[config.mk]
export PLATFORM = sky130hd
export DESIGN_NAME = dmem_arbiter
export DESIGN_NICKNAME = d
export VERILOG_FILES = /design/src/rtl/dmem_arbiter.sv
export SDC_FILE = /design/constraint.sdc
export NUM_CORES = 1
export LEC_CHECK = 0
export BUFFER_PORTS_ARGS = -buffer_cell sky130_fd_sc_hd__buf_2
export CAP_MARGIN = 10
export CELL_PAD_IN_SITES_DETAIL_PLACEMENT = 1
export CELL_PAD_IN_SITES_GLOBAL_PLACEMENT = 1
export CORE_AREA = 2 2 122 124
export DETAILED_ROUTE_END_ITERATION = 10
export DIE_AREA = 0 0 124 126
export PLACE_DENSITY_LB_ADDON = 0.12
export SYNTH_ARGS = -nofsm -noshare
export SYNTH_HDL_FRONTEND = slang
export SYNTH_SLANG_ARGS = --single-unit
[constraint.sdc]
create_clock -name i_clk -period 3.9 [get_ports i_clk]
set_clock_uncertainty 0.15 [all_clocks]
set_input_delay 0.585 -clock i_clk [delete_from_list [all_inputs] [get_ports i_clk]]
set_output_delay 0.585 -clock i_clk [all_outputs]
set_load 0.03 [all_outputs]
[src/rtl/dmem_arbiter.sv]
// dmem_arbiter: shares the single-port data RAM between the CPU MEM-stage
// port (port 0) and the debug/program-loader port (port 1).
// The CPU has fixed priority. A starvation counter force-grants a waiting
// debug request, and a lock mode gives the debug port exclusive ownership.
module dmem_arbiter #(
  parameter int unsigned ADDR_W       = 32,
  parameter int unsigned DATA_W       = 32,
  parameter int unsigned STARVE_LIMIT = 4
) (
  input  logic                  i_clk,
  input  logic                  i_rst,

  input  logic                  m0_req,
  input  logic                  m0_we,
  input  logic [ADDR_W-1:0]     m0_addr,
  input  logic [DATA_W-1:0]     m0_wdata,
  input  logic [DATA_W/8-1:0]   m0_wstrb,
  output logic                  m0_gnt,
  output logic                  m0_rvalid,
  output logic [DATA_W-1:0]     m0_rdata,

  input  logic                  m1_req,
  input  logic                  m1_we,
  input  logic [ADDR_W-1:0]     m1_addr,
  input  logic [DATA_W-1:0]     m1_wdata,
  input  logic [DATA_W/8-1:0]   m1_wstrb,
  input  logic                  m1_lock,
  output logic                  m1_gnt,
  output logic                  m1_rvalid,
  output logic [DATA_W-1:0]     m1_rdata,

  output logic                  o_cpu_stall,
  output logic                  o_dbg_locked,

  output logic                  mem_en,
  output logic                  mem_we,
  output logic [ADDR_W-1:0]     mem_addr,
  output logic [DATA_W-1:0]     mem_wdata,
  output logic [DATA_W/8-1:0]   mem_wstrb,
  input  logic [DATA_W-1:0]     mem_rdata
);

  localparam logic [3:0] LIMIT = 4'(STARVE_LIMIT);

  typedef enum logic [1:0] {
    ST_ARB   = 2'd0,
    ST_DRAIN = 2'd1,
    ST_LOCK  = 2'd2
  } state_e;

  state_e     state_q, state_d;
  logic [3:0] starve_cnt_q, starve_cnt_d;
  logic       rd_pend_q, rd_pend_d;
  logic       rd_owner_q, rd_owner_d;

  logic       gnt0, gnt1;
  logic       force_dbg;
  logic       rd0, rd1;

  assign force_dbg = (starve_cnt_q == LIMIT) && m1_req;
  assign rd0       = gnt0 & ~m0_we;
  assign rd1       = gnt1 & ~m1_we;

  // Grant decision: combinational from requests and registered state.
  always_comb begin
    gnt0 = 1'b0;
    gnt1 = 1'b0;
    if (!i_rst) begin
      unique case (state_q)
        ST_ARB: begin
          if (force_dbg)   gnt1 = 1'b1;
          else if (m0_req) gnt0 = 1'b1;
          else if (m1_req) gnt1 = 1'b1;
        end
        ST_LOCK:  gnt1 = m1_req;
        default: begin
          gnt0 = 1'b0;
          gnt1 = 1'b0;
        end
      endcase
    end
  end

  // Next-state logic for the FSM, starvation counter and read tracking.
  always_comb begin
    state_d      = state_q;
    starve_cnt_d = starve_cnt_q;
    rd_pend_d    = rd0 | rd1;
    rd_owner_d   = rd_owner_q;

    unique case (state_q)
      ST_ARB: begin
        // A CPU read granted on the lock request cycle must retire first.
        if (m1_lock) state_d = rd0 ? ST_DRAIN : ST_LOCK;
      end
      ST_DRAIN: state_d = ST_LOCK;
      ST_LOCK: begin
        if (!m1_lock) state_d = ST_ARB;
      end
      default: state_d = ST_ARB;
    endcase

    if (m1_req && !gnt1) begin
      if (starve_cnt_q != LIMIT) starve_cnt_d = starve_cnt_q + 4'd1;
    end else begin
      starve_cnt_d = '0;
    end
    if (state_q == ST_LOCK && !m1_lock) starve_cnt_d = '0;

    if (rd0)      rd_owner_d = 1'b0;
    else if (rd1) rd_owner_d = 1'b1;
  end

  // State registers with asynchronous reset; a pending read is dropped.
  always_ff @(posedge i_clk or posedge i_rst) begin
    if (i_rst) begin
      state_q      <= ST_ARB;
      starve_cnt_q <= '0;
      rd_pend_q    <= 1'b0;
      rd_owner_q   <= 1'b0;
    end else begin
      state_q      <= state_d;
      starve_cnt_q <= starve_cnt_d;
      rd_pend_q    <= rd_pend_d;
      rd_owner_q   <= rd_owner_d;
    end
  end

  // RAM request mux: taken from the granted port, all zero when idle.
  always_comb begin
    mem_en    = gnt0 | gnt1;
    mem_we    = 1'b0;
    mem_addr  = '0;
    mem_wdata = '0;
    mem_wstrb = '0;
    if (gnt0) begin
      mem_we    = m0_we;
      mem_addr  = m0_addr;
      mem_wdata = m0_wdata;
      mem_wstrb = m0_wstrb;
    end else if (gnt1) begin
      mem_we    = m1_we;
      mem_addr  = m1_addr;
      mem_wdata = m1_wdata;
      mem_wstrb = m1_wstrb;
    end
  end

  // Read response routing to the owner; the other port sees zero data.
  always_comb begin
    m0_rvalid = 1'b0;
    m1_rvalid = 1'b0;
    m0_rdata  = '0;
    m1_rdata  = '0;
    if (!i_rst && rd_pend_q) begin
      if (rd_owner_q) begin
        m1_rvalid = 1'b1;
        m1_rdata  = mem_rdata;
      end else begin
        m0_rvalid = 1'b1;
        m0_rdata  = mem_rdata;
      end
    end
  end

  assign m0_gnt       = gnt0;
  assign m1_gnt       = gnt1;
  assign o_cpu_stall  = m0_req & ~gnt0 & ~i_rst;
  assign o_dbg_locked = (state_q == ST_LOCK) & ~i_rst;

endmodule

# Word-level counts from Yosys, hierarchy flattened
# Cells that the tools add are included.
word_totals:
  ff_bits: 8
  in_bits: 175
  output_inout_bits: 140
  word_cells: 67
classes:
  add_sub_neg: 1
  eq_ne: 7
  n_mux: 34
  n_bitwise: 11
  n_reduce_logical: 10
ops:
  columns: ["operator", "count"]
  rows:
  - ["$mux 32", 8]
  - ["$mux 4", 5]
  - ["$mux 1", 16]
  - ["$mux 2", 3]
  - ["$pmux 2 s3", 1]
  - ["$and 1x1->1", 5]
  - ["$add 4x1->4 const B", 1]
  - ["$eq 4x3->1 const B", 1]
  - ["$logic_and 1x1->1", 4]
  - ["$ne 2x2->1 const B", 2]
  - ["$ne 4x3->1 const B", 1]
  - ["$not 1->1", 4]
  - ["$logic_not 1->1", 3]
  - ["$ne 3x1->1 const B", 1]
  - ["$eq 2x1->1 const B", 1]
  - ["$eq 2x2->1 const B", 1]
  - ["$logic_not 2->1", 1]
  - ["$or 1x1->1", 2]
  - ["$pmux 1 s2", 1]
  - ["$reduce_and 2->1", 1]
  - ["$reduce_bool 2->1", 1]

# Logic depth before layout (Yosys ltp)
depth:
  word_depth: 9
  ltp_mapped: 7
  mapped_depth_nobuf: 5

# Least setup slack after synthesis
# No wires, ideal clock.
synth_path:
  kind: "input to output"
  startpoint: "input port i_rst"
  endpoint: "output port m1_rdata[22]"
  arrival_time_ps: 2059
  t_required_ps: 3165
  path_slack_ps: 1106
  cell_stages: 5
  path_buffers: 2
  cell_sequence: "clkbuf_1 inv_1 and3_1 clkbuf_1 and2_1"
synth_via:
  elab_chain_len: 3
synth_lines:
  columns: ["element", "line", "rtl"]
  rows:
  - ["start, declared", "11", "input logic i_rst,"]
  - ["$logic_not 1->1", "155", "if (!i_rst && rd_pend_q) begin"]
  - ["$logic_and 1x1->1", "155", null]
  - ["$mux 32", "155", null]
  - ["end, declared", "30", "output logic [DATA_W-1:0] m1_rdata,"]
# No other way between the ends.

# Worst setup path in the final report
layout_path:
  startpoint: "register starve_cnt_q[0]"
  endpoint: "output port mem_wdata[28]"
layout_via:
  elab_chain_len: 7
  elab_cells_between_ends: 10
  cone_classes: "eq/ne (1); mux (8); reduce/logical (1)"
layout_lines:
  columns: ["element", "line", "rtl"]
  rows:
  - ["start, declared", "52", "logic [3:0] starve_cnt_q, starve_cnt_d;"]
  - ["start signal, assigned", "123", "starve_cnt_q <= starve_cnt_d;"]
  - ["$eq 4x3->1 (*)", "60", "assign force_dbg = (starve_cnt_q == LIMIT) && m1_req;"]
  - ["$logic_and 1x1->1 (*)", "60", null]
  - ["$mux 1", "71", "if (force_dbg) gnt1 = 1'b1;"]
  - ["$pmux 1 s2", "69", "unique case (state_q)"]
  - ["$mux 1", "68", "if (!i_rst) begin"]
  - ["$mux 32", "141", "end else if (gnt1) begin"]
  - ["$mux 32 (*)", "136", "if (gnt0) begin"]
  - ["end, declared", "38", "output logic [DATA_W-1:0] mem_wdata,"]
# Mark *: on every way between the ends. The rest lies on a longest branch, timed or not.

==> results.json <==
{
  "min_period_over_period_pct": 77.7,
  "io_pins": 315,
  "final_util_pct": 24.2,
  "final_hold_viol_count": 0,
  "die_h_um": 126,
  "clock_tree.buffer_depth": 2,
  "cts_tree": "done",
  "clock_sinks": 8,
  "die-area_um2": 15600,
  "netlist_area_um2": 1670,
  "endpoint_kind": "primary output",
  "die_x_um": 124,
  "antenna_found_initial": 4,
  "start_kind": "flop",
  "cap_violations": 0,
  "synth_edf_count": 0,
  "firstDrtPassIters": 4,
  "crit_family": "buffers and inverters",
  "path_clk_slew_ns": 0.04,
  "routabilityCongestion": 0.738,
  "synthCells": 207,
  "drt_iter0_markers": 37,
  "power_leakage_nw": 2.21,
  "grt_pass1_wl_um": 15300,
  "start_util_pct": 11.6,
  "worst-endpoint-required_ns": 3.16,
  "arrival_ns": 2.29,
  "root_buffer": "clkbuf_16",
  "cts_made_buffers": 3,
  "routedWlPerCell_um": 16.0,
  "hold_buffers": 0,
  "seq_area_frac_synth_pct": 12.0,
  "ys_ff_latch": 8,
  "fin_ws_ns": 0.872,
  "nFillCells": 1843,
  "core-area_um2": 14300,
  "synth_flop_cell": "dfrtp_1",
  "track_usage_pct": 12.6,
  "vias": 2855,
  "status": "finished, final reports clean",
  "path_class": "reg2out",
  "ys_types": 30,
  "path_cells": "inv_1, ha_1, nand3b_4, a2111oi_4, buf_12, a22o_1, buf_2",
  "globalRouteOverflowTotal": 0,
  "hpwl_um": 9610,
  "grt_pass1_vias": 2771,
  "clk_latency_ns": 0.23,
  "ant_nets": 0,
  "avgSynthCellArea_um2": 8.05,
  "portBuffers": 314,
  "crit_fanout": 71,
  "yosysWarnings": 0,
  "postCtsSetupBuffers": 0,
  "ctsResizeCount": 0,
  "setup_tns_ns": 0,
  "slew_headroom_pct": 60.1,
  "setup_viol": 0,
  "rsz0062_at_grt": "false",
  "cts_htree_levels": 1,
  "min_path_type": "in2async",
  "via_per_inst": 4.13,
  "synthArstFlopShare_pct": 100,
  "powerDensity_nw_per_um2": 196,
  "tightestPinTransition_ns": 0.599,
  "crit_path_top_delay_cell": "dfrtp_1",
  "grt_max_degree": 72,
  "min_period_ns": 3.03,
  "nNetsFinal": 685,
  "slowest_delay_ns": 0.42,
  "rows": 44,
  "post-place-ws_ns": 1.10,
  "crit_buf_inv": 3,
  "syn_to_final_growth_pct": 108,
  "layout-drive-gt1-share_pct": 65.0,
  "vdd_drop_max_uv": 153,
  "syn-num-nets": 384,
  "clock.fmax_mhz": 330,
  "totalWireLength_um": 11100,
  "remaining_drc_errors": 0,
  "maxSlewViolCount": 0
}
[synth_stat cells, types with 2 or more instances]
library cell	n	area share (%)
clkbuf_1	15	3.4
and2_1	64	24
ha_1	2	1.5
o211a_1	2	1.2
inv_1	7	1.6
nor2_1	5	1.1
a22o_1	69	36
buf_6	7	4.7
dfrtp_1	8	12
a21oi_1	3	0.90
nand2_1	2	0.45
mux2i_1	3	1.8
nor3_1	3	0.90
[cells in the final DEF, fill, tap and decap left out, drive strengths merged, types with 2 or more instances in the layout]
cell type,netlist,final
dfrtp,8,8
inv,7,7
o211a,2,2
mux2i,3,3
buf,8,319
a22o,69,69
nor3,3,3
a21oi,3,3
and2,64,64
nand2,2,2
clkbuf,15,3
diode,0,2
ha,2,2
nor2,5,5
[metal layers]
layer | wire [um] | vias up | GRT usage (%)
li1 | - | 1370 | -
met1 | 3730 | 1279 | 11.9
met2 | 5820 | 188 | 25.4
met3 | 1340 | 14 | 4.44
met4 | 153 | 4 | 2.71
met5 | 27 | - | 0
[registers in the layout (all words and copies together), names as in the netlist]
register / flops
state_q: 2
rd_pend_q: 1
starve_cnt_q: 4
rd_owner_q: 1
[final cells by class]
type	count	area, um2	share of cell area, %
timing repair buffer	319	1620	46.8
multi-input combinational	169	1300	37.7
tap	184	230	6.65
sequential	8	200	5.78
clock buffer	3	75.1	2.17
inverter	7	26.3	0.759
antenna	2	5.00	0.145
[report_power, final]
group | switching, mW | total (mW) | internal [mW]
Clock | 0.0417 | 0.174 | 0.132
Sequential | 0.00660 | 0.0957 | 0.0891
Combinational | 0.248 | 0.408 | 0.160
Total | 0.296 | 0.678 | 0.381
[per-stage QoR]
stage	power [mW]	cell area (um2)	cells	hold slack (ns)
4_1_cts	0.689	3460	690	0.288
3_5_place_dp	0.512	3380	687	0.412
3_3_place_gp	0.508	3380	687	0.412
5_1_grt	0.715	3460	690	0.310
2_1_floorplan	0.339	1670	207	0.369
6_report	0.678	3460	692	0.288
[final timing paths]
kind,from,endpoint,slack [ns],depth (start not counted)
min in group i_clk,rd_owner_q$_DFFE_PP0P_,rd_owner_q$_DFFE_PP0P_,0.42,1
max in group asynchronous,i_rst,state_q[0]$_DFFE_PP0P_,3.02,2
setup reg to reg,starve_cnt_q[0]$_DFFE_PP0P_,rd_pend_q$_DFF_PP0_,1.99,6
setup / recovery,starve_cnt_q[0]$_DFFE_PP0P_,mem_wdata[28],0.87,7
hold / removal,i_rst,starve_cnt_q[3]$_DFFE_PP0P_,0.29,2
hold reg to reg,rd_owner_q$_DFFE_PP0P_,rd_owner_q$_DFFE_PP0P_,0.42,1
[worst reg2reg max path, delay by kind of cell (launching register included)]
kind                       cells  cell delay, ns
adders and majority gates      1            0.23
DFF                            1            0.42
buffers and inverters          2            0.33
and+or+nand+nor                1            0.16
AOI/OAI and AO/OA              2            0.51
[cell families (layout without fill, tap and decap cells)]
| group | Yosys count | after routing | synth area share (%) |
|---|---|---|---|
| AO/OA/AOI/OAI | 79 | 79 | 42.1 |
| flip-flops | 8 | 8 | 12.0 |
| AND/OR/NAND/NOR | 84 | 84 | 32.0 |
| buffers and inverters | 30 | 329 | 9.99 |
| XOR/XNOR | 1 | 1 | 0.526 |
| other | 0 | 2 | 0 |
| adder cells (fa/ha/maj) | 2 | 2 | 1.50 |
| multiplexers | 3 | 3 | 1.80 |
No activity file was read; power rests on OpenSTA's default activity.
